===== src/rtl/can_crc_seq.sv =====
// can_crc_seq: bit-serial CAN CRC-15 accumulate, TX serialise and RX check sequencer
module can_crc_seq #(
  parameter int CRC_W = 15,
  parameter logic [CRC_W-1:0] POLY = 15'h4599,
  parameter int MAX_BITS = 103
) (
  input  logic             clk,
  input  logic             rst,
  input  logic             start,
  input  logic             mode,
  input  logic             bit_valid,
  input  logic             bit_in,
  input  logic             last_bit,
  input  logic             crc_ready,
  output logic             crc_bit_out,
  output logic             crc_bit_valid,
  output logic [CRC_W-1:0] crc_value,
  output logic             busy,
  output logic             done,
  output logic             crc_err,
  output logic             len_err
);
  localparam int CW = $clog2(CRC_W + 1);
  typedef enum logic [2:0] {IDLE, ACCUM, TX_SHIFT, RX_COLLECT, FINISH} state_t;
  state_t           state;
  logic [CRC_W-1:0] crc;
  logic [CRC_W-2:0] rx_shift;
  logic [6:0]       bit_cnt;
  logic [CW-1:0]    crc_cnt;
  logic             mode_q;
  logic [CRC_W-1:0] crc_nxt;
  assign crc_nxt = {crc[CRC_W-2:0], 1'b0} ^ ((bit_in ^ crc[CRC_W-1]) ? POLY : '0);
  assign crc_value = crc;
  assign busy = state != IDLE;
  assign done = state == FINISH;
  assign crc_bit_valid = state == TX_SHIFT;
  assign crc_bit_out = crc_bit_valid & crc[CW'(CRC_W-1) - crc_cnt];
  // frame sequencing: start aborts anything in flight, otherwise step the current phase
  always_ff @(posedge clk or negedge rst)
    if (!rst) begin
      state <= IDLE;
      crc <= '0;
      rx_shift <= '0;
      bit_cnt <= '0;
      crc_cnt <= '0;
      mode_q <= 1'b0;
      crc_err <= 1'b0;
      len_err <= 1'b0;
    end else if (start) begin
      state <= ACCUM;
      crc <= '0;
      rx_shift <= '0;
      bit_cnt <= '0;
      crc_cnt <= '0;
      mode_q <= mode;
      crc_err <= 1'b0;
      len_err <= 1'b0;
    end else
      case (state)
        ACCUM:
          if (bit_valid) begin
            crc <= crc_nxt;
            bit_cnt <= bit_cnt + 7'd1;
            if (last_bit) begin
              state <= mode_q ? RX_COLLECT : TX_SHIFT;
              crc_cnt <= '0;
            end else if (bit_cnt == 7'(MAX_BITS - 1)) begin
              len_err <= 1'b1;
              state <= FINISH;
            end
          end
        TX_SHIFT:
          if (crc_ready) begin
            crc_cnt <= crc_cnt + CW'(1);
            if (crc_cnt == CW'(CRC_W - 1)) state <= FINISH;
          end
        RX_COLLECT:
          if (bit_valid) begin
            rx_shift <= {rx_shift[CRC_W-3:0], bit_in};
            crc_cnt <= crc_cnt + CW'(1);
            if (crc_cnt == CW'(CRC_W - 1)) begin
              crc_err <= {rx_shift, bit_in} != crc;
              state <= FINISH;
            end
          end
        FINISH: state <= IDLE;
        default: state <= IDLE;
      endcase
endmodule

===== config.mk =====
export PLATFORM = sky130hd
export DESIGN_NAME = can_crc_seq
export DESIGN_NICKNAME = d
export VERILOG_FILES = /design/src/rtl/can_crc_seq.sv
export SDC_FILE = /design/constraint.sdc
export NUM_CORES = 1
export LEC_CHECK = 0
export CAP_MARGIN = 20
export CORE_UTILIZATION = 59
export CTS_BUF_LIST = sky130_fd_sc_hd__clkbuf_8
export DETAILED_ROUTE_END_ITERATION = 6
export DONT_BUFFER_PORTS = 1
export PLACE_DENSITY = 0.78
export SYNTH_ARGS = -nofsm -noshare
export SYNTH_HDL_FRONTEND = slang
export SYNTH_SLANG_ARGS = --single-unit

===== constraint.sdc =====
create_clock -name clk -period 2.2 [get_ports clk]
set_input_delay 0.44 -clock clk [delete_from_list [all_inputs] [get_ports clk]]
set_output_delay 0.44 -clock clk [all_outputs]
set_load 0.02 [all_outputs]

Word level (Yosys, flattened, before mapping)
Index checks and enable logic that the tools add are counted.
Storage, ports and cells
  register bits after elaboration: 46
  bits of input ports: 8
  output and inout bits: 21
  logic and storage cells: 77
Cells by class
  $add $sub $neg: 3
  order comparisons: 1
  equality and inequality tests: 13
  multiplexer cells: 36
  bitwise operators: 3
  reductions and logical operators: 13
Operator list (number)
  $mux 15: 4
  $mux 14: 3
  $mux 3: 7
  $mux 7: 3
  $mux 4: 5
  $ne 15x15->1: 1
  $xor 15x15->15: 1
  $ne 3x3->1 const B: 4
  $pmux 4 s3: 1
  $mux 1: 11
  $reduce_bool 2->1: 5
  $pmux 3 s3: 1
  $reduce_and 4->1: 2
  $add 7x1->7 const B: 1
  $eq 7x7->1 const B: 1
  $eq 3x2->1 const B: 2
  $lt 4x5->1 const B: 1
  $reduce_and 5->1: 1
  $add 4x1->4 const B: 1
  $bmux 1 s4: 1
  $eq 4x4->1 const B: 1
  $ne 4x4->1 const B: 1
  $reduce_and 2->1: 2
  $reduce_bool 4->1: 1
  other kinds (8): 8

Logic depth before layout (Yosys ltp)
  depth after elaboration: 6
  gate-level depth with buffers: 8

Worst setup path after synthesis
No wires, ideal clock.
  kind: reg2out
  from: register crc_cnt[0]
  to: output crc_bit_out
  arrival time: 2380 ps
  path slack: -620 ps
  stages on the path, launching flop included: 9
  cells stage by stage: dfrtp_1 buf_2 inv_1 ha_1 buf_4 mux4_2 nor2b_1 a211oi_1 a2111oi_1
On the way
  word-level cells in the longest chain between the ends: 4
Ends and longest elaborated chain
  start, declared: RTL line 29  | logic [CW-1:0] crc_cnt;
  start signal, assigned: RTL line 74  | crc_cnt <= crc_cnt + CW'(1);
  start signal, assigned: RTL line 80  | crc_cnt <= crc_cnt + CW'(1);
  $sub 4x4->4: RTL line 37  | assign crc_bit_out = crc_bit_valid & crc[CW'(CRC_W-1) - crc_cnt];
  $bmux 1 s4: RTL line 37
  $mux 1 (not written as such): RTL line 37
  $and 1x1->1: RTL line 37
  end, declared: RTL line 15  | output logic crc_bit_out,
Every way passes these cells. The select of a mux whose other input is x is not followed.

Final worst setup path
  from: register crc_cnt[1]
  to: output crc_bit_out
Same word-level chain as after synthesis.

==> summary.txt <==
Timing
  • Worst hold slack: between 0.15 and 0.2 ns
  • Fmax: around 420 MHz
  • Final Hold Vio Count: 0
  • Clock Skew: 0.00864 ns
  • Final min period: about 2.4 ns
  • Tcrit/Tclk final: 110%
  • Unrepaired setup endpoints after global routing: yes
  • Relative slew margins: between 50 and 60%
  • Max Slew Vio Count: 0
  • Final worst slack: -0.209 ns
  • Setup TNS: -0.209 ns
  • Final setup fails: 1
  • Slew at the pin closest to its max-slew limit: 0.723 ns

Power and ir drop
  • PwrDens: ~730 nW/µm²
  • Leakage: 1.23 nW
  • Peak VDD IR: roughly 0.45 mV

Critical path
  • CP Buf/Inv Count: 0
  • CP startpoint kind: flop
  • R2R depth: 4
  • Largest fanout on the critical path: 6
  • Beginning of the critical path: crc_cnt[1]
  • Worst r2r src: state[0]
  • Reg2reg end: len_err
  • Reg2reg setup slack: 0.32 ns
  • Slowest stage cell, crit path: mux4_2
  • CP delay by family, top: multiplexers
  • Crit. End Element: output port
  • Crit path cell chain: ha_4 > mux4_2 > nor2b_4 > a211oi_4 > a2111oi_4
  • Worst setup path class: flop to output port
  • CP max stage delay: roughly 0.5 ns
  • CP Data Required Time: 1.76 ns
  • CP arrival: 1.97 ns

Detailed routing
  • Wire per inst: around 17 µm
  • Post-route ant nets: 0
  • Vias per cell: 5.91
  • Final WL: around 5.4 mm
  • TritonRoute pass-1 iters: 4
  • Detailed Route Iter0 Violations: 200
  • Residual DRC: 0
  • Via Count: approximately 1900

Synth
  • Largest cells by area after synthesis: dfrtp_1 47%, nand2_1 7.2%, xor2_1 5.3%
  • Synth Flop Type: dfrtp_1
  • FF+latch count, synth: 46
  • Distinct cells, synth: between 40 and 50
  • Register area share after synthesis: roughly 47%
  • Count leader, synth: nand2_1
  • Syn Inst Count: around 250
  • Total number of yosys warnings: 0
  • Commonest cells post-synth: 47 x nand2_1, 46 x dfrtp_1, 15 x a21oi_1, 15 x xor2_1
  • Syn Nets: about 270
  • Syn Std Cell Area: between 2000 and 2500 µm²
  • Async S/R FF share, synth: 100%
  • Post-synth EDFFs: 0
  • Top cell type's share of synthesized area: a little under half
  • Synth Area per Inst: 9.79 µm²
  • Post-synth top area cell: dfrtp_1

GRT
  • Largest net degree at the start of global routing: 47
  • Total gr overflow: 0
  • Initial antenna violation count: 0
  • Overall routing resource usage: 26.2%
  • Vias in the first global route: 1786
  • First-pass GRT wire length: 8.61 mm

Cells and area
  • Diode count: 0
  • NumNets Final: 281
  • Layout cell share with drive strength beyond 1: 16.4%
  • Fill cells: 293
  • P&R area growth vs syn: 14.1%
  • Final instance area: 2820 µm²

Floorplanning
  • Die width: approximately 67 µm
  • Core Region: 4000 µm²
  • Initial core utilization: around three fifths
  • Ports: 29
  • Die area: ~4400 µm²
  • Die height: 66.7 µm
  • Std-Cell Rows: 23

Min path
  • Hold Crit Depth: 1
  • Hold Path Origin: start
  • Hold Crit Endpoint: rx_shift[9]
  • Hold Path Class: input port to flop

Placed design
  • Post-DP HPWL: ~3.8 mm
  • Port bufs: 0
  • GPL Wtd Cong: around 0.80
  • Placement Cell Area: 2660 µm²

Clock network
  • CTS max path bufs: 2
  • CTS H-tree depth: 2
  • Reg clk slew, reported paths: ~0.090 ns
  • Clock Latency Late Sink: 0.30 ns
  • CTS tree: done
  • Clk sink count: 46
  • Num CTS Buffers: 5
  • Root cell of the clock tree: clkbuf_8

Outcome
  • Status: finished, violations left
  • Failing checks: setup timing

Flow run
  • Max-cap check violation count: 0
==> routing by layer <==
| layer | vias to the layer above | part of all wire, % | track usage [%] |
|---|---|---|---|
| met5 | - | 0 | 0 |
| met4 | 0 | 1.1 | 6.65 |
| met3 | 7 | 4.7 | 5.14 |
| met2 | 42 | 50 | 43.8 |
| met1 | 930 | 45 | 34.5 |
| li1 | 905 | - | - |
==> through the flow <==
stage,worst slack (ns),power (mW),instances,utilization (%)
finish,-0.209,2.05,319,70.4
global route,-0.279,2.14,319,70.4
CTS,-0.237,2.05,319,70.2
detailed placement,0.0719,1.45,309,66.4
global placement,0.131,1.44,309,66.4
floorplan,-0.0465,1.34,252,-
==> where the power goes <==
| group | internal (mW) | leakage, nW | total, mW | switching (mW) |
|---|---|---|---|---|
| Combinational | 0.195 | 0.547 | 0.486 | 0.291 |
| Sequential | 0.896 | 0.631 | 0.981 | 0.0847 |
| Clock | 0.288 | 0.0544 | 0.579 | 0.291 |
==> cell usage in the layout, fill, tap and decap left out, types with 2 or more instances in the layout <==
cell	count
ha_1	3
nand4_1	4
dfrtp_1	46
mux4_2	3
clkbuf_8	7
mux2i_1	3
or3b_1	2
xnor2_1	14
nor2b_1	3
buf_4	21
a21oi_1	15
nand3_1	4
nor2_1	14
o211ai_1	2
nand2_1	47
and2_1	4
nand2b_1	2
o2111ai_1	3
a21o_1	4
o21ai_0	12
xor2_1	14
a22o_1	8
inv_1	3
nor3_1	4
==> how the worst max path moves through the flow <==
stage	end	slack, ns	cells after the start
6_report	crc_bit_out	-0.21	5
3_3_place_gp	crc_bit_out	0.13	5
3_5_place_dp	crc_bit_out	0.07	5
5_1_grt	crc_bit_out	-0.28	5
4_1_cts	crc_bit_out	-0.24	5
2_1_floorplan	crc_bit_out	-0.05	8
==> sequential cells by signal (all words and copies together), names as in the netlist <==
| name | cells |
|---|---|
| crc_value | 15 |
| rx_shift | 14 |
| bit_cnt | 7 |
| crc_cnt | 4 |
| state | 3 |
| crc_err | 1 |
| len_err | 1 |
| mode_q | 1 |
==> area by class of cell <==
type	instances	area, µm²	share of cell area, %
repair buffers	23	195	6.93
clock buffers	7	96.3	3.42
flip-flops and latches	46	1150	40.9
well taps	50	62.6	2.22
inverters	4	15.0	0.533
clock inverters	1	8.76	0.311
multi-input cells	188	1290	45.7
==> kinds of logic after synthesis <==
group	synth area share (%)
compound gates	14.6
mux	4.41
simple gates	17.9
xor+xnor	10.3
fa+ha+maj	2.54
buf+inv	3.60
flops	46.7
==> timing repair <==
action                                  in CTS  in global routing
hold buffers                                 2                  0
resized for setup                            1                  2
pin swaps                                    2                  1
setup buffers                                0                  0
endpoints found under the setup margin       1                  1
endpoints found under the hold margin       46                  0
No activity file was read; power rests on OpenSTA's default activity.
